[src/rtl/tmds_decoder_if.sv]
// Word-level link between one TMDS channel deserializer and its decoder:
// the received word goes in, alignment control and decoded pixel data come back.
interface tmds_decoder_if #(
    parameter int ERR_W = 16
);
    logic [9:0]       TMDS;
    logic             bitslip;
    logic             locked;
    logic [7:0]       VD;
    logic [1:0]       CD;
    logic             VDE;
    logic             lock_lost;
    logic [ERR_W-1:0] err_cnt;

    modport master (
        output TMDS,
        input  bitslip, locked, VD, CD, VDE, lock_lost, err_cnt
    );

    modport slave (
        input  TMDS,
        output bitslip, locked, VD, CD, VDE, lock_lost, err_cnt
    );
endinterface

[src/rtl/tmds_decoder.sv]
// TMDS channel receiver: hunts word alignment on control-token runs, then
// decodes each 10-bit word to 8-bit video or 2-bit control data.
//
// state        | meaning
// -------------+----------------------------------------------------------
// ST_SEARCH    | unaligned, counting token run, bitslip after SEARCH_WIN
// ST_SLIP_WAIT | deserializer settling after a bitslip, input ignored
// ST_LOCKED    | aligned, decoding; needs a fresh token run every LOCK_TIMEOUT
module tmds_decoder #(
    parameter int LOCK_TOKENS  = 8,
    parameter int SEARCH_WIN   = 1024,
    parameter int SLIP_WAIT    = 16,
    parameter int LOCK_TIMEOUT = 4096,
    parameter int ERR_W        = 16
) (
    input  logic          clk,
    input  logic          rst_n,
    tmds_decoder_if.slave bus
);
    localparam int TMR_MAX = (SEARCH_WIN > LOCK_TIMEOUT)
                           ? ((SEARCH_WIN > SLIP_WAIT) ? SEARCH_WIN : SLIP_WAIT)
                           : ((LOCK_TIMEOUT > SLIP_WAIT) ? LOCK_TIMEOUT : SLIP_WAIT);
    localparam int TMR_W = (TMR_MAX > 1) ? $clog2(TMR_MAX) : 1;
    localparam int RUN_W = $clog2(LOCK_TOKENS + 1);

    localparam logic [TMR_W-1:0] SEARCH_LAST = TMR_W'(SEARCH_WIN - 1);
    localparam logic [TMR_W-1:0] SLIP_LAST   = TMR_W'(SLIP_WAIT - 1);
    localparam logic [TMR_W-1:0] LOCK_LAST   = TMR_W'(LOCK_TIMEOUT - 1);
    localparam logic [RUN_W-1:0] RUN_FULL    = RUN_W'(LOCK_TOKENS);

    typedef enum logic [1:0] {
        ST_SEARCH    = 2'd0,
        ST_SLIP_WAIT = 2'd1,
        ST_LOCKED    = 2'd2
    } state_t;

    state_t           state_q, state_d;
    logic [TMR_W-1:0] timer_q, timer_d;
    logic [RUN_W-1:0] run_q, run_d, run_tok;
    logic             is_token;
    logic [1:0]       tok_cd;
    logic [7:0]       d_word, vd_dec;
    logic             run_full, run_first;

    logic             bitslip_d, lock_lost_d, vde_d;
    logic [7:0]       vd_d;
    logic [1:0]       cd_d;
    logic             bitslip_q, lock_lost_q, vde_q;
    logic [7:0]       vd_q;
    logic [1:0]       cd_q;
    logic [ERR_W-1:0] err_q;

    always_comb begin
        is_token = 1'b1;
        tok_cd   = 2'b00;
        case (bus.TMDS)
            10'b1101010100: tok_cd = 2'b00;
            10'b0010101011: tok_cd = 2'b01;
            10'b0101010100: tok_cd = 2'b10;
            10'b1010101011: tok_cd = 2'b11;
            default:        is_token = 1'b0;
        endcase
    end

    // Undo the optional inversion, then the XOR/XNOR transition chain.
    assign d_word = bus.TMDS[9] ? ~bus.TMDS[7:0] : bus.TMDS[7:0];
    assign vd_dec = {d_word[7:1] ^ d_word[6:0] ^ {7{~bus.TMDS[8]}}, d_word[0]};

    assign run_tok   = !is_token ? '0 : ((run_q == RUN_FULL) ? run_q : run_q + 1'b1);
    assign run_full  = (run_tok == RUN_FULL);
    assign run_first = run_full && (run_q != RUN_FULL);

    always_ff @(posedge clk or negedge rst_n) begin
        if (!rst_n) begin
            state_q     <= ST_SEARCH;
            timer_q     <= '0;
            run_q       <= '0;
            bitslip_q   <= 1'b0;
            lock_lost_q <= 1'b0;
            vde_q       <= 1'b0;
            vd_q        <= '0;
            cd_q        <= '0;
            err_q       <= '0;
        end else begin
            state_q     <= state_d;
            timer_q     <= timer_d;
            run_q       <= run_d;
            bitslip_q   <= bitslip_d;
            lock_lost_q <= lock_lost_d;
            vde_q       <= vde_d;
            vd_q        <= vd_d;
            cd_q        <= cd_d;
            if (lock_lost_d && (err_q != '1))
                err_q <= err_q + 1'b1;
        end
    end

    always_comb begin
        state_d = state_q;
        timer_d = timer_q + 1'b1;
        run_d   = run_tok;
        case (state_q)
            ST_SEARCH: begin
                // A completed run outranks the window expiring on the same cycle.
                if (run_full) begin
                    state_d = ST_LOCKED;
                    timer_d = '0;
                end else if (timer_q == SEARCH_LAST) begin
                    state_d = ST_SLIP_WAIT;
                    timer_d = '0;
                    run_d   = '0;
                end
            end
            ST_SLIP_WAIT: begin
                run_d = '0;
                if (timer_q == SLIP_LAST) begin
                    state_d = ST_SEARCH;
                    timer_d = '0;
                end
            end
            ST_LOCKED: begin
                if (run_first) begin
                    timer_d = '0;
                end else if (timer_q == LOCK_LAST) begin
                    state_d = ST_SEARCH;
                    timer_d = '0;
                    run_d   = '0;
                end
            end
            default: begin
                state_d = ST_SEARCH;
                timer_d = '0;
                run_d   = '0;
            end
        endcase
    end

    always_comb begin
        bitslip_d   = (state_q == ST_SEARCH) && (state_d == ST_SLIP_WAIT);
        lock_lost_d = (state_q == ST_LOCKED) && (state_d == ST_SEARCH);
        vde_d       = 1'b0;
        vd_d        = '0;
        cd_d        = '0;
        if (state_q == ST_LOCKED) begin
            vde_d = !is_token;
            if (is_token)
                cd_d = tok_cd;
            else
                vd_d = vd_dec;
        end
    end

    assign bus.bitslip   = bitslip_q;
    assign bus.locked    = (state_q == ST_LOCKED);
    assign bus.VD        = vd_q;
    assign bus.CD        = cd_q;
    assign bus.VDE       = vde_q;
    assign bus.lock_lost = lock_lost_q;
    assign bus.err_cnt   = err_q;
endmodule

[src/flat_wrapper.sv]
// flat-port wrapper written by rule: the top's interface ports become plain ports
module tmds_decoder_flat 
#(
    parameter int LOCK_TOKENS  = 8,
    parameter int SEARCH_WIN   = 1024,
    parameter int SLIP_WAIT    = 16,
    parameter int LOCK_TIMEOUT = 4096,
    parameter int ERR_W        = 16
)
  (clk, rst_n, bus_TMDS, bus_bitslip, bus_locked, bus_VD, bus_CD, bus_VDE, bus_lock_lost, bus_err_cnt);
  tmds_decoder_if #(.ERR_W(ERR_W)) bus_i ();
  input  logic clk;
  input  logic rst_n;
  input wire logic [$bits(bus_i.TMDS)-1:0] bus_TMDS;
  output wire logic [$bits(bus_i.bitslip)-1:0] bus_bitslip;
  output wire logic [$bits(bus_i.locked)-1:0] bus_locked;
  output wire logic [$bits(bus_i.VD)-1:0] bus_VD;
  output wire logic [$bits(bus_i.CD)-1:0] bus_CD;
  output wire logic [$bits(bus_i.VDE)-1:0] bus_VDE;
  output wire logic [$bits(bus_i.lock_lost)-1:0] bus_lock_lost;
  output wire logic [$bits(bus_i.err_cnt)-1:0] bus_err_cnt;
  assign bus_i.TMDS = bus_TMDS;
  assign bus_bitslip = bus_i.bitslip;
  assign bus_locked = bus_i.locked;
  assign bus_VD = bus_i.VD;
  assign bus_CD = bus_i.CD;
  assign bus_VDE = bus_i.VDE;
  assign bus_lock_lost = bus_i.lock_lost;
  assign bus_err_cnt = bus_i.err_cnt;
  tmds_decoder #(.LOCK_TOKENS(LOCK_TOKENS), .SEARCH_WIN(SEARCH_WIN), .SLIP_WAIT(SLIP_WAIT), .LOCK_TIMEOUT(LOCK_TIMEOUT), .ERR_W(ERR_W)) u_core (.clk(clk), .rst_n(rst_n), .bus(bus_i));
endmodule
[config.mk]
export PLATFORM = sky130hd
export DESIGN_NAME = tmds_decoder_flat
export DESIGN_NICKNAME = d
export VERILOG_FILES = /design/src/rtl/tmds_decoder_if.sv /design/src/rtl/tmds_decoder.sv /design/src/flat_wrapper.sv
export SDC_FILE = /design/constraint.sdc
export NUM_CORES = 1
export LEC_CHECK = 0
export ABC_AREA = 0
export CORE_ASPECT_RATIO = 1.25
export CORE_UTILIZATION = 45
export DETAILED_ROUTE_END_ITERATION = 7
export PLACE_DENSITY = 0.8
export SLEW_MARGIN = 40
export SYNTH_ARGS = -nofsm -noshare
export SYNTH_HDL_FRONTEND = slang
export SYNTH_SLANG_ARGS = --single-unit
[constraint.sdc]
create_clock -name clk -period 3.05 [get_ports clk]
set_input_delay 0.4575 -clock clk [delete_from_list [all_inputs] [get_ports clk]]
set_output_delay 0.4575 -clock clk [all_outputs]
set_load 0.1 [all_outputs]
Yosys cells after proc, flatten, opt, wreduce, memory -nomap -nowiden. Cells that the tools add are included.

$add $sub $neg: 3. Bitwise gates (word level): 4. Eq/ne operators: 14. Multiplexer cells: 27. Reductions and logical operators: 8.

Operators with widths (number): two-way mux 12 bit (5); case mux 12 bit (3 select lines) (1); two-way mux 4 bit (6); two-way mux 8 bit (3); equality test 10 bit (second input constant) (2); adder 16 x 1 -> 16 bit (second input constant) (1); != test 16 bit (second input constant) (1); two-way mux 2 bit (7); XOR 7 bit (2); adder 12 x 1 -> 12 bit (second input constant) (1); equality test 12 x 10 -> 1 bit (second input constant) (1); equality test 12 bit (second input constant) (1); equality test 12 x 4 -> 1 bit (second input constant) (1); case mux 2 bit (3 select lines) (2); equality test 10 x 8 -> 1 bit (second input constant) (1); equality test 10 x 9 -> 1 bit (second input constant) (1); equality test 4 bit (second input constant) (2); inverter 8 bit (1); case mux 4 bit (2 select lines) (1); adder 4 x 1 -> 4 bit (second input constant) (1); equality test 2 x 1 -> 1 bit (second input constant) (2); logical AND 1 bit (4); logical NOT 2 bit (2); != test 4 bit (second input constant) (1); other kinds (5) (6).

Register bits: 47. Logic and storage cells: 65.

Depth between registers and ports, before layout. Gate-level depths: netlist of run 1.

Word-level depth: 11. Gate-level depth with buffers: 8.

Worst setup path after synthesis of run 1. No wires, ideal clock.

Path kind: reg2reg. Start: register u_core.err_q[2], in the netlist u_core.bus.err_cnt[2]. End: register u_core.err_q[15], in the netlist u_core.bus.err_cnt[15]. Slack: 553 ps. Stages on the path, launching flop included: 6. Arrival time: 2334 ps. Path buffers: 0. Data required time: 2887 ps. Period minus slack after synthesis: 2497 ps. Cells stage by stage: dfrtp_1 > nand4_1 > nor4_1 > o2111ai_1 > nor4_1 > xor2_1.

Word-level cells in the longest chain between the ends: 2.

RTL lines: start, declared (line tmds_decoder.sv:51) `logic [ERR_W-1:0] err_q;`; start signal, assigned (line tmds_decoder.sv:94) `err_q <= err_q + 1'b1;`; parallel branches: the longest is 2 deep, another holds adder 16 x 1 -> 16 bit.

Several ways; the timed one is not identified. A chain may end at the register's enable or synchronous reset.

Worst setup path after layout of run 1.
Start: register u_core.run_q[0]. End: register u_core.timer_q[7].

Word-level cells in the longest chain between the ends: 7.

RTL lines: start, declared (line tmds_decoder.sv:39) `logic [RUN_W-1:0] run_q, run_d, run_tok;`; start signal, assigned (line tmds_decoder.sv:87) `run_q <= run_d;`; adder 4 x 1 -> 4 bit / equality test 4 bit (equally long branches) (line tmds_decoder.sv:69) `assign run_tok = !is_token ? '0 : ((run_q == RUN_FULL) ? run_q : run_q + 1'b1);`; two-way mux 4 bit (2 in series) (line tmds_decoder.sv:69); equality test 4 bit (line tmds_decoder.sv:70) `assign run_full = (run_tok == RUN_FULL);`; logical AND 1 bit (line tmds_decoder.sv:71) `assign run_first = run_full && (run_q != RUN_FULL);`; two-way mux 12 bit (line tmds_decoder.sv:122) `if (run_first) begin`; case mux 12 bit (3 select lines) * (line tmds_decoder.sv:102) `case (state_q)`; net u_core.timer_d[7] (line tmds_decoder.sv:38) `logic [TMR_W-1:0] timer_q, timer_d;`; end signal, assigned (line tmds_decoder.sv:86) `timer_q <= timer_d;`; end, declared (line tmds_decoder.sv:38).

Mark *: on every way through the listed nets, which the timed path passes. The rest lies on a longest branch.

==> flow_summary_export.csv, run 1 <==
group,metric,value,unit
final_layout,syn2layout_area_growth,20.35,%
timing,skew,0.01265,ns
yosys,ys_ff_latch,47,
final_layout,nNetsFinal,318,
setup_path,startpoint,"u_core.run_q[0]",
clock_tree,htreeDepth,2,
drt,wl_met2,2.585,mm
clock_tree,cts_made_buffers,5,
yosys,synth_cells,250,
setup_path,cp_max_fo,9,
clock_tree,cts_setup_buffers,0,
timing,report.final.setup_viol,0,
clock_tree,ctsHoldBuffers,0,
timing,hold_viol_final,0,
global_route,grt_pass1_wl,8.687,mm
drt,drc,0,
drt,drt_wl_total,4.991,mm
timing,max_freq,383.5,MHz
final_layout,nFillCells,467,
timing,period_share,85.49,%
clock_tree,path_clk_slew,0.10,ns
timing,max_slew.worst_pin.slew,0.6752,ns
drt,top_layer,"met4",
timing,slew_headroom,54.64,%
drt,ant_nets,0,
setup_path,path_class,"flip-flop to flip-flop",
clock_tree,insertion_delay,0.31,ns
timing,finalSetupTns,0,ns
clock_tree,tritoncts,"built",
die,ioPinCount,42,
drt,drt_pre_antenna_iters,4,
setup_path,crit_path_end_kind,"flip-flop",
job,max_cap_viol_count,0,
clock_tree,cts.sinks,47,
die,die_y,85.98,um
setup_path,cp-start-kind,"flip-flop",
setup_path,required,3.22,ns
drt,vias,1964,
drt,wl_met3,174,um
final_layout,antenna_cells,0,
setup_path,r2r_cells,7,
drt,wl_per_cell,13.83,um
timing,timing.hold.ws,0.1451,ns
final_layout,drive_gt1_share,17.85,%
yosys,ys_types,42,
global_route,gr-usage-all-layers,17.91,%
place,dp_cells,353,
timing,rsz0062_at_grt,"false",
status,status,"completed",
power,p_leak,1.299,nW
final_layout,fin_cells,361,
global_route,antenna_found_initial,0,
yosys,synth_area,2539,sq um
global_route,grt_max_degree,48,
place,gp_congestion,0.8850,
drt,drt-met1-wl,2.146,mm
drt,drt_iter0_markers,80,
clock_tree,cts_resized,0,
setup_path,rr_startpoint,"u_core.run_q[0]",
global_route,grt_pass1_vias,1993,
yosys,syn_nets,272,
die,dieArea,5948,sq um
die,fp.coreArea,5443,sq um
power,power_density,378.0,nW/um^2
yosys,synth-seq-area-share,46.33,%
timing,period_minus_slack,2.607,ns
drt,routed_via_density,5.440,
die,num_rows,30,
die,initial_core_util,46.64,%
place,hpwl,3.709,mm
die,dieWidth,69.18,um
clock_tree,clk_root_buffer_cell,"clkbuf_8",
place,port_buffers,41,
setup_path,critical_path_arrival,2.78,ns
timing,finalMaxSlewViolations,0,
power,peakVddDrop,0.2317,mV
hold_path,min_path_type,"input port to asynchronous set/reset pin",
power,finalPower,1.155,mW
global_route,gr-total-overflow,0,
clock_tree,clock_path_buffers,2,
yosys,syn-mean-instance-area,10.15,sq um
yosys,yosysWarnings,0,
[area by class of cell]
type,instances,area (sq um),share of cell area (%)
Multi-Input combinational cell,184,1280,41.89
Sequential cell,47,1176,38.49
Timing Repair Buffer,43,347.8,11.38
Tap cell,64,80.08,2.621
Clock buffer,5,68.82,2.252
Inverter,15,56.30,1.843
Clock inverter,3,46.29,1.515
[final timing paths]
path,endpoint,slack (ns)
setup / recovery,u_core.timer_q[7],0.44
hold / removal,u_core.bus.err_cnt[0],0.15
setup reg to reg,u_core.timer_q[7],0.44
hold reg to reg,u_core.bus.err_cnt[14],0.50
max in group asynchronous,u_core.bus.CD[0],2.51
min in group clk,u_core.bus.err_cnt[14],0.50
[flip-flops by register name, indices dropped and copies added (netlist names), 2 cells and up]
name / count
u_core.bus.CD: 2
u_core.bus.VD: 8
u_core.bus.err_cnt: 16
u_core.run_q: 4
u_core.state_q: 2
u_core.timer_q: 12
[metrics by stage]
stage	utilization, %	setup slack (ns)	instance area, sq um
4_1_cts	56.14	0.4633	3055
3_3_place_gp	53.98	0.3349	2938
6_report	56.14	0.4425	3055
2_1_floorplan	-	0.5529	2539
3_5_place_dp	54.02	0.2302	2940
5_1_grt	56.14	0.3110	3055
[cells in the mapped netlist (all sizes together)]
| master | number | area share [%] |
|---|---|---|
| buf | 4 | 1.0 |
| inv | 14 | 2.1 |
| nor4 | 14 | 3.4 |
| and2 | 1 | 0.25 |
| mux2 | 2 | 0.89 |
| nand2b | 2 | 0.49 |
| o2111ai | 2 | 0.69 |
| a21oi | 5 | 0.99 |
| o221a | 1 | 0.44 |
| a311oi | 1 | 0.35 |
| nand2 | 19 | 2.8 |
| a2111o | 1 | 0.44 |
| o21ai | 2 | 0.54 |
| nor2 | 29 | 4.3 |
| nor3b | 1 | 0.30 |
| or4 | 1 | 0.44 |
| dfrtp | 47 | 46 |
| and4bb | 1 | 0.49 |
| and3b | 1 | 0.35 |
| ha | 10 | 4.9 |
| o211ai | 1 | 0.30 |
| a2111oi | 2 | 1.7 |
| a21bo | 1 | 0.39 |
| nor3 | 7 | 1.4 |
| nand3 | 13 | 2.8 |
| a221oi | 2 | 1.4 |
| and3 | 7 | 1.7 |
| or2 | 1 | 0.25 |
| and4b | 1 | 0.39 |
| and4 | 2 | 0.69 |
| xor2 | 18 | 6.2 |
| xnor2 | 21 | 7.2 |
| clkinv | 1 | 0.15 |
| a211oi | 3 | 0.89 |
| nor2b | 1 | 0.25 |
| nand4 | 10 | 2.5 |
| o31ai | 1 | 0.30 |
[logic make-up (layout without fill, tap and decap cells)]
| group | count (synthesis) | after routing | share of synthesized area (%) |
|---|---|---|---|
| simple gates | 111 | 111 | 22.77 |
| flops | 47 | 47 | 46.33 |
| xor+xnor | 39 | 39 | 13.45 |
| compound gates | 22 | 22 | 8.379 |
| buf+inv | 19 | 66 | 3.252 |
| fa+ha+maj | 10 | 10 | 4.929 |
| mux | 2 | 2 | 0.8871 |
[power breakdown]
part / leakage (nW) / internal (mW) / switching (mW)
clock: 0.0548 / 0.247 / 0.218
sequential: 0.590 / 0.623 / 0.000834
combinational: 0.654 / 0.0304 / 0.0355
total: 1.30 / 0.901 / 0.254
[metal layers]
metal / up-vias / track usage (%)
met4: 0 / 7.050
met1: 948 / 20.09
met5: - / 0
met3: 7 / 3.760
met2: 40 / 33.01
li1: 969 / -
[critical path, stage by stage (launching register included)]
cell	delay [ns]
dfrtp_1	0.46
inv_1	0.11
ha_1	0.24
a211oi_1	0.30
o21ai_0	0.28
a2111o_1	0.53
a221oi_4	0.46
nor2_1	0.10
[cells in the final DEF, fill, tap and decap left out, types with 2 or more instances in the layout]
cell type | synthesis | final
dfrtp_1 | 47 | 47
buf_4 | 0 | 33
nor2_1 | 29 | 29
xnor2_1 | 21 | 21
nand2_1 | 19 | 19
xor2_1 | 18 | 18
inv_1 | 14 | 14
nor4_1 | 14 | 14
nand3_1 | 12 | 12
nand4_1 | 10 | 10
ha_1 | 10 | 10
clkdlybuf4s50_1 | 0 | 10
and3_1 | 7 | 7
nor3_1 | 7 | 7
a21oi_1 | 5 | 5
clkbuf_8 | 0 | 5
a211oi_1 | 3 | 3
o2111ai_1 | 2 | 2
and4_1 | 2 | 2
mux2_2 | 2 | 2
nand2b_1 | 2 | 2
Note: power is estimated with default switching activity, not from simulation.
==> run 2, diff against run 1 <==
--- a/config.mk
+++ b/config.mk
@@ -6,10 +6,14 @@
 export NUM_CORES = 1
 export LEC_CHECK = 0
 export ABC_AREA = 0
+export ABC_CLOCK_PERIOD_IN_PS = 3050
+export CELL_PAD_IN_SITES_DETAIL_PLACEMENT = 1
+export CELL_PAD_IN_SITES_GLOBAL_PLACEMENT = 1
 export CORE_ASPECT_RATIO = 1.25
-export CORE_UTILIZATION = 45
+export CORE_UTILIZATION = 41
+export CTS_CLUSTER_SIZE = 10
 export DETAILED_ROUTE_END_ITERATION = 7
-export PLACE_DENSITY = 0.8
+export PLACE_DENSITY = 0.9
 export SLEW_MARGIN = 40
 export SYNTH_ARGS = -nofsm -noshare
 export SYNTH_HDL_FRONTEND = slang
==> flow_summary_export.csv, run 2 (same netlist as run 1, synthesis figures left out) <==
group,metric,value,unit
power,power_density,378.3,nW/um^2
global_route,grt_pass1_wl,10.54,mm
final_layout,nNetsFinal,318,
clock_tree,clk_root_buffer_cell,"clkbuf_8",
setup_path,r2r_slack,0.35,ns
clock_tree,htreeDepth,2,
timing,period_minus_slack,2.703,ns
clock_tree,cts_made_buffers,5,
final_layout,layout.area.seq,1176,sq um
timing,hold_viol_final,0,
setup_path,crit_path_end_kind,"flip-flop",
drt,vias,2085,
clock_tree,cts_setup_buffers,0,
setup_path,slowest_delay,0.53,ns
die,dieArea,6512,sq um
die,num_rows,31,
final_layout,drive_gt1_share,17.85,%
global_route,antenna_found_initial,0,
power,finalPower,1.163,mW
setup_path,rr_startpoint,"u_core.run_q[0]",
status,status,"completed",
power,p_comb_share,6.0,%
clock_tree,cts_resized,0,
timing,max_freq,369.9,MHz
final_layout,antenna_cells,0,
place,hpwl,4.606,mm
timing,report.final.setup_viol,0,
clock_tree,insertion_delay,0.31,ns
setup_path,required,3.23,ns
clock_tree,tritoncts,"built",
setup_path,critical_path_arrival,2.88,ns
setup_path,cp-start-kind,"flip-flop",
global_route,gr-usage-all-layers,20.49,%
place,dp_cells,371,
drt,routed_via_density,5.501,
power,power_frac_seq,53.6,%
drt,drt_iter0_markers,84,
drt,ant_nets,0,
final_layout,fin_cells,379,
die,initial_core_util,43.06,%
global_route,gr-total-overflow,0,
timing,finalMaxSlewViolations,0,
drt,drc,0,
timing,max_slew.worst_pin.slew,0.6432,ns
final_layout,nFillCells,675,
timing,slew_headroom,56.79,%
clock_tree,path_clk_slew,0.09,ns
place,port_buffers,41,
final_layout,final_cell_mix,"dfrtp_1, buf_4, nor2_1",
timing,period_share,88.63,%
global_route,grt_max_degree,48,
power,switching_share,22.79,%
setup_path,slowest_stage,"a2111o_1",
drt,drt_pre_antenna_iters,4,
setup_path,cp_max_fo,9,
power,clkPwrFrac,40.4,%
power,p_leak,1.302,nW
die,dieWidth,72.38,um
final_layout,largest_register_ffs,16,
setup_path,r2r_cells,7,
drt,wl_per_cell,16.57,um
timing,skew,0.01333,ns
power,peakVddDrop,0.2042,mV
clock_tree,cts.sinks,47,
setup_path,r2r-end,"u_core.timer_q[4]",
timing,finalSetupTns,0,ns
power,p_switching,0.2651,mW
die,fp.coreArea,5896,sq um
timing,rsz0062_at_grt,"false",
setup_path,path_class,"flip-flop to flip-flop",
drt,drt_wl_total,6.281,mm
final_layout,mostFrequentLayoutCell,"dfrtp_1",
die,ioPinCount,42,
setup_path,crit_chain,"inv_1 -> ha_1 -> a211oi_1 -> o21ai_0 -> a2111o_1 -> a221oi_4 -> nor2_1",
final_layout,syn2layout_area_growth,21.14,%
final_layout,multi_input_area,1280,sq um
hold_path,min_path_type,"input port to asynchronous set/reset pin",
global_route,grt_pass1_vias,2134,
die,die_y,89.98,um
clock_tree,ctsHoldBuffers,0,
power,p_int,0.8982,mW
clock_tree,clock_path_buffers,2,
job,max_cap_viol_count,0,
place,gp_congestion,0.8093,
run 2: stage by stage:
step                cell area, sq um  setup slack, ns  hold WS (ns)  utilization (%)
detailed placement              2963           0.1859        0.4838            50.25
floorplan                       2539           0.5529        0.1619                -
global placement                2960           0.2886        0.4861            50.21
finish                          3075           0.3467        0.1461            52.16
CTS                             3075           0.3316        0.1845            52.16
global route                    3075           0.1836        0.1961            52.16
run 2: power groups by stage:
stage / logic, mW / registers (mW) / clock network, mW
6_report: 0.0698 / 0.624 / 0.469
5_1_grt: 0.0770 / 0.624 / 0.503
3_5_place_dp: 0.0711 / 0.636 / 0
2_1_floorplan: 0.0292 / 0.641 / 0
4_1_cts: 0.0717 / 0.624 / 0.478
3_3_place_gp: 0.0681 / 0.636 / 0
run 2: routing by layer:
metal / vias up / GRT usage, % / wire length [um]
met5: - / 0 / 0
met4: 0 / 4.739 / 80
met1: 1051 / 25.05 / 2618
met3: 10 / 3.475 / 201
met2: 45 / 36.76 / 3380
li1: 979 / - / -
run 2: how the worst max path moves through the flow:
stage                                startpoint                endpoint  slack [ns]  cells after the start
final                           u_core.run_q[0]       u_core.timer_q[4]        0.35                      7
after CTS                       u_core.run_q[0]       u_core.timer_q[4]        0.33                      7
after detailed placement            bus_TMDS[5]       u_core.timer_q[4]        0.19                      8
after floorplan           u_core.bus.err_cnt[2]  u_core.bus.err_cnt[15]        0.55                      5
after global routing            u_core.run_q[0]      u_core.timer_q[11]        0.18                      7
after global placement              bus_TMDS[4]       u_core.timer_q[5]        0.29                      7
run 2: critical path: cells and delay by family (launching register included):
kind | cells | cell delay (ns)
AOI/OAI and AO/OA | 4 | 1.66
adders and majority gates | 1 | 0.23
buffers and inverters | 1 | 0.11
DFF | 1 | 0.46
and+or+nand+nor | 1 | 0.11
run 2: final cells by class:
type	count	share of cell area (%)
Tap cell	82	3.336
Sequential cell	47	38.24
Timing Repair Buffer	43	11.31
Multi-Input combinational cell	184	41.62
Inverter	15	1.831
Clock inverter	3	1.424
Clock buffer	5	2.238
==> run 3, diff against run 2 <==
--- a/config.mk
+++ b/config.mk
@@ -10,6 +10,7 @@
 export CELL_PAD_IN_SITES_DETAIL_PLACEMENT = 1
 export CELL_PAD_IN_SITES_GLOBAL_PLACEMENT = 1
 export CORE_ASPECT_RATIO = 1.25
+export CORE_MARGIN = 8
 export CORE_UTILIZATION = 41
 export CTS_CLUSTER_SIZE = 10
 export DETAILED_ROUTE_END_ITERATION = 7
==> flow_summary_export.csv, run 3 (same netlist as run 1, synthesis figures left out) <==
group,metric,value,unit
place,gp_congestion,0.8394,
status,status,"completed",
final_layout,final_cell_mix,"dfrtp_1, buf_4, nor2_1",
die,dieArea,8981,sq um
timing,rsz0062_at_grt,"false",
clock_tree,tritoncts,"built",
final_layout,final_area,3079,sq um
timing,finalMaxSlewViolations,0,
place,port_buffers,41,
drt,drc,0,
clock_tree,cts_setup_buffers,0,
die,fp.coreArea,6086,sq um
timing,slew_headroom,53.31,%
timing,period_minus_slack,2.649,ns
global_route,gr-total-overflow,0,
global_route,grt_busiest_layer,"met2",
global_route,use_met2,27.48,%
global_route,antenna_found_initial,0,
power,power_density,375.0,nW/um^2
clock_tree,path_clk_slew,0.09,ns
die,ioPinCount,42,
final_layout,drive_gt1_share,17.85,%
place,placed_cell_area,2967,sq um
place,hpwl,4.907,mm
setup_path,cp-start-kind,"flip-flop",
drt,drt_pre_antenna_iters,4,
clock_tree,ctsHoldBuffers,0,
drt,drt_wl_total,6.513,mm
global_route,grtUsageMet3,3.004,%
timing,skew,0.01217,ns
timing,hold_viol_final,0,
global_route,grt_pass1_vias,2242,
hold_path,min_path_type,"input port to asynchronous set/reset pin",
setup_path,critical_path_arrival,2.81,ns
final_layout,nNetsFinal,318,
clock_tree,cts.sinks,47,
global_route,grt_pass1_wl,10.97,mm
final_layout,largest_register_ffs,16,
job,max_cap_viol_count,0,
drt,vias,2043,
power,peakVddDrop,0.2059,mV
power,p_leak,1.302,nW
die,die_y,104.0,um
global_route,grt_max_degree,48,
drt,wl_per_cell,17.05,um
setup_path,crit_path_end_kind,"flip-flop",
final_layout,antenna_cells,0,
timing,report.final.setup_viol,0,
global_route,globalRouteMet1Util,16.20,%
timing,max_freq,377.5,MHz
setup_path,path_class,"flip-flop to flip-flop",
clock_tree,cts_resized,0,
clock_tree,cts_made_buffers,5,
setup_path,required,3.22,ns
setup_path,cp_max_fo,9,
timing,finalSetupTns,0,ns
final_layout,mostFrequentLayoutCell,"dfrtp_1",
global_route,gr-usage-all-layers,14.90,%
drt,ant_nets,0,
timing,max_slew.worst_pin.slew,0.6940,ns
timing,period_share,86.86,%
die,initial_core_util,41.71,%
drt,routed_via_density,5.348,
power,finalPower,1.155,mW
drt,drt_iter0_markers,48,
clock_tree,insertion_delay,0.30,ns
die,num_rows,32,
clock_tree,clock_path_buffers,2,
die,dieWidth,86.38,um
clock_tree,htreeDepth,2,
clock_tree,clk_root_buffer_cell,"clkbuf_8",
final_layout,syn2layout_area_growth,21.29,%
[run 3: cell counts in the layout (fill, tap and decap cells not counted)]
Identical to the previous run, type by type.
[run 3: area by class of cell]
cell class | count | area (sq um)
clock inverter | 3 | 43.79
timing repair buffer | 43 | 347.8
clock buffer | 5 | 68.82
fill | 704 | 3007
inverter | 15 | 56.30
multi-input combinational | 184 | 1280
sequential | 47 | 1176
tap | 85 | 106.4
[run 3: stage by stage]
step / hold WS [ns] / cells / util (%) / setup WS, ns
floorplan: 0.1619 / 250 / - / 0.5529
global placement: 0.4842 / 374 / 48.70 / 0.2979
detailed placement: 0.5071 / 374 / 48.75 / 0.1999
CTS: 0.1802 / 382 / 50.60 / 0.4069
global route: 0.1990 / 382 / 50.60 / 0.2407
finish: 0.1535 / 382 / 50.60 / 0.4007
[run 3: critical path, stage by stage, from the launching register on]
cell      delay, ns
dfrtp_1        0.46
inv_1          0.11
ha_1           0.24
a211oi_1       0.30
o21ai_0        0.27
a2111o_1       0.51
a221oi_4       0.51
nor2_1         0.11
[run 3: per-layer routing]
layer  wire, um  part of all wire [%]  up-vias
met3        240                   3.7        7
li1           -                     -      975
met1       2621                    40     1032
met2       3572                    55       29
met5          0                     0        -
met4         78                   1.2        0
[run 3: path summary, 6_finish.rpt]
| kind | to | slack, ns | from | cells after the start |
|---|---|---|---|---|
| max in group asynchronous | u_core.bus.VD[1] | 2.50 | rst_n | 1 |
| setup reg to reg | u_core.timer_q[3] | 0.40 | u_core.run_q[0] | 7 |
| setup / recovery | u_core.timer_q[3] | 0.40 | u_core.run_q[0] | 7 |
| min in group clk | u_core.bus.err_cnt[14] | 0.51 | u_core.bus.err_cnt[14] | 1 |
| hold reg to reg | u_core.bus.err_cnt[14] | 0.51 | u_core.bus.err_cnt[14] | 1 |
| hold / removal | u_core.timer_q[2] | 0.15 | rst_n | 1 |
[run 3: where the power goes]
part	internal (mW)	leakage (nW)	switching, mW
logic	0.0309	0.654	0.0398
registers	0.623	0.590	0.000894
clock network	0.244	0.0581	0.216
==> edit: new RTL, config.mk and constraints of run 3 <==
Make the reset (`rst_n`) synchronous in one clocked block.
--- a/src/rtl/tmds_decoder.sv
+++ b/src/rtl/tmds_decoder.sv
@@ -72,3 +72,3 @@
 
-    always_ff @(posedge clk or negedge rst_n) begin
+    always_ff @(posedge clk) begin
         if (!rst_n) begin
Check against the original RTL: differs if rst_n is asserted again (counterexample within 10 cycles, from zero or initial values and one cycle with rst_n low); with rst_n held inactive, the same outputs for 10 cycles.
==> edit against run 3 <==
  * Power grew 7.8%
  * Global-route usage grew 0.60 points
  * Cell area shrank 0.24%
  * Routed wire length grew 2.5%
  * Clock skew shrank 0.0032 ns
  * Utilization shrank 0.12 points
  * Sequential share of layout area shrank 7.6 points
  * Area after synthesis grew 0.25%
  * Sequential cell count is the same
  * Setup slack gained 0.20 ns
  * Final cell count grew 7.9%
  * Critical path type is now input port to register
==> edit: results (changes against run 3) <==
============================================================================
Count of TritonRoute iterations in the first routing pass .....            5   +1
Final Routed Wirelength .......................................      6.68 mm   +2.5%
Placer Congestion .............................................        0.815   -2.9%
Number of warning messages in the yosys log ...................            0   unchanged
Part of the Yosys area used for sequential elements ...........        37.0%   -9.4 points
Leakage .......................................................      1.15 nW   -12%
Net count after synthesis .....................................          311   +14%
Number of buffers added by the clock tree synthesis step ......            5   unchanged
Post-detailed-placement half-perimeter wirelength .............      4.86 mm   -0.87%
Largest net degree at the start of global routing .............           21   -56%
Status ........................................................ complete, no violations
Share of synthesized registers carrying an async set or reset .           0%   -100 points
Cell types occupying the most area after synthesis ............ dfxtp_1, mux2i_1, xnor2_1
Vias in the first global route ................................         2363   +5.4%
Slew of the pin with the lowest slew margin ...................     0.699 ns   +0.00494 ns
Ranking of synthesized cells by instance count ................ dfxtp_1, nand2_1, nor2_1
Number of distinct library cells after synthesis ..............           56   +33%
Total global-route track usage ................................        15.5%   +0.60 points
Fraction of layout cells with a size suffix above 1 ...........        17.4%   -0.41 points
Worst clock skew on the final layout ..........................   0.00898 ns   -0.00318 ns
DR iter-0 viols ...............................................           97   +100%
Worst slack at placement ......................................     0.332 ns   +0.133 ns
Wl on met1 ....................................................      2.66 mm   +1.6%
Vias after detailed routing ...................................         2221   +8.7%
Register-to-register setup slack ..............................      0.73 ns   +0.33 ns
Path type of the worst min-delay path ......................... register to register
Met2 routed WL ................................................      3.67 mm   +2.8%
Global-route wire length before repair ........................      11.5 mm   +4.4%
Net count of the finished layout ..............................          348   +9.4%
FMAX ..........................................................      409 MHz   +8.3%
Met3 wire length ..............................................       190 um   -21%
Arrival time of data at the critical path endpoint ............      2.68 ns   -0.13 ns
R2r worst-path depth ..........................................            7   unchanged
Root buffer cell ..............................................     clkbuf_8
Biggest fanout along the worst timing path ....................           19   +10
Highest ir drop seen on vdd ...................................     0.169 mV   -18%
Number of fill cells ..........................................          748   +6.3%
============================================================================
## edit: worst paths after layout
path,endpoint,startpoint
max reg2reg,u_core.bus.err_cnt[13]$_SDFFE_PN0P_,u_core.run_q[0]$_SDFF_PN0_
min reg2reg,u_core.timer_q[0]$_SDFF_PN0_,u_core.timer_q[0]$_SDFF_PN0_
max,u_core.bus.err_cnt[13]$_SDFFE_PN0P_,bus_TMDS[0]
min,u_core.timer_q[0]$_SDFF_PN0_,u_core.timer_q[0]$_SDFF_PN0_
## edit: power breakdown
group,internal (mW),leakage (nW),switching [mW],total [mW]
sequential,0.617,0.379,0.00367,0.620
clock,0.327,0.0644,0.224,0.551
combinational,0.0372,0.706,0.0361,0.0733
total,0.981,1.15,0.264,1.24
## edit: layout make-up
| type | instances | area, um^2 | area share, % |
|---|---|---|---|
| clock inverters | 3 | 67.6 | 2.20 |
| well taps | 85 | 106 | 3.46 |
| repair buffers | 44 | 358 | 11.6 |
| multi-input cells | 211 | 1470 | 47.7 |
| flip-flops and latches | 47 | 941 | 30.6 |
| inverters | 17 | 63.8 | 2.08 |
| clock buffers | 5 | 68.8 | 2.24 |
## edit: cell families (layout without fill, tap and decap cells)
| kind of cell | count (synthesis) | count (layout) | synth area share, % |
|---|---|---|---|
| AOI/OAI and AO/OA | 37 | 37 | 11.6 |
| muxes | 15 | 15 | 5.95 |
| adders and majority gates | 10 | 10 | 4.92 |
| buffers and inverters | 31 | 69 | 5.41 |
| DFF | 47 | 47 | 37.0 |
| and+or+nand+nor | 127 | 127 | 27.6 |
| xor gates and xnor gates | 22 | 22 | 7.57 |
## edit: per-stage QoR
step / hold WS [ns] / area, um^2 / instances
after floorplan: 0.440 / 2540 / 289
after global placement: 0.460 / 2940 / 404
after detailed placement: 0.477 / 2940 / 404
after CTS: 0.493 / 3070 / 412
after global routing: 0.534 / 3070 / 412
final: 0.484 / 3070 / 412
## edit: worst max-delay path: stages
cell,delay (ns)
clkdlybuf4s50_1,0.53
inv_1,0.06
ha_1,0.19
and4b_1,0.19
nand3_1,0.22
a211oi_4,0.11
buf_4,0.23
nor4_1,0.44
mux2i_1,0.24
## edit: per-layer routing
| layer | vias to the layer above | global-route usage (%) |
|---|---|---|
| met5 | - | 0 |
| met4 | 0 | 6.42 |
| met3 | 11 | 2.85 |
| met2 | 30 | 28.0 |
| met1 | 1081 | 17.0 |
| li1 | 1099 | - |
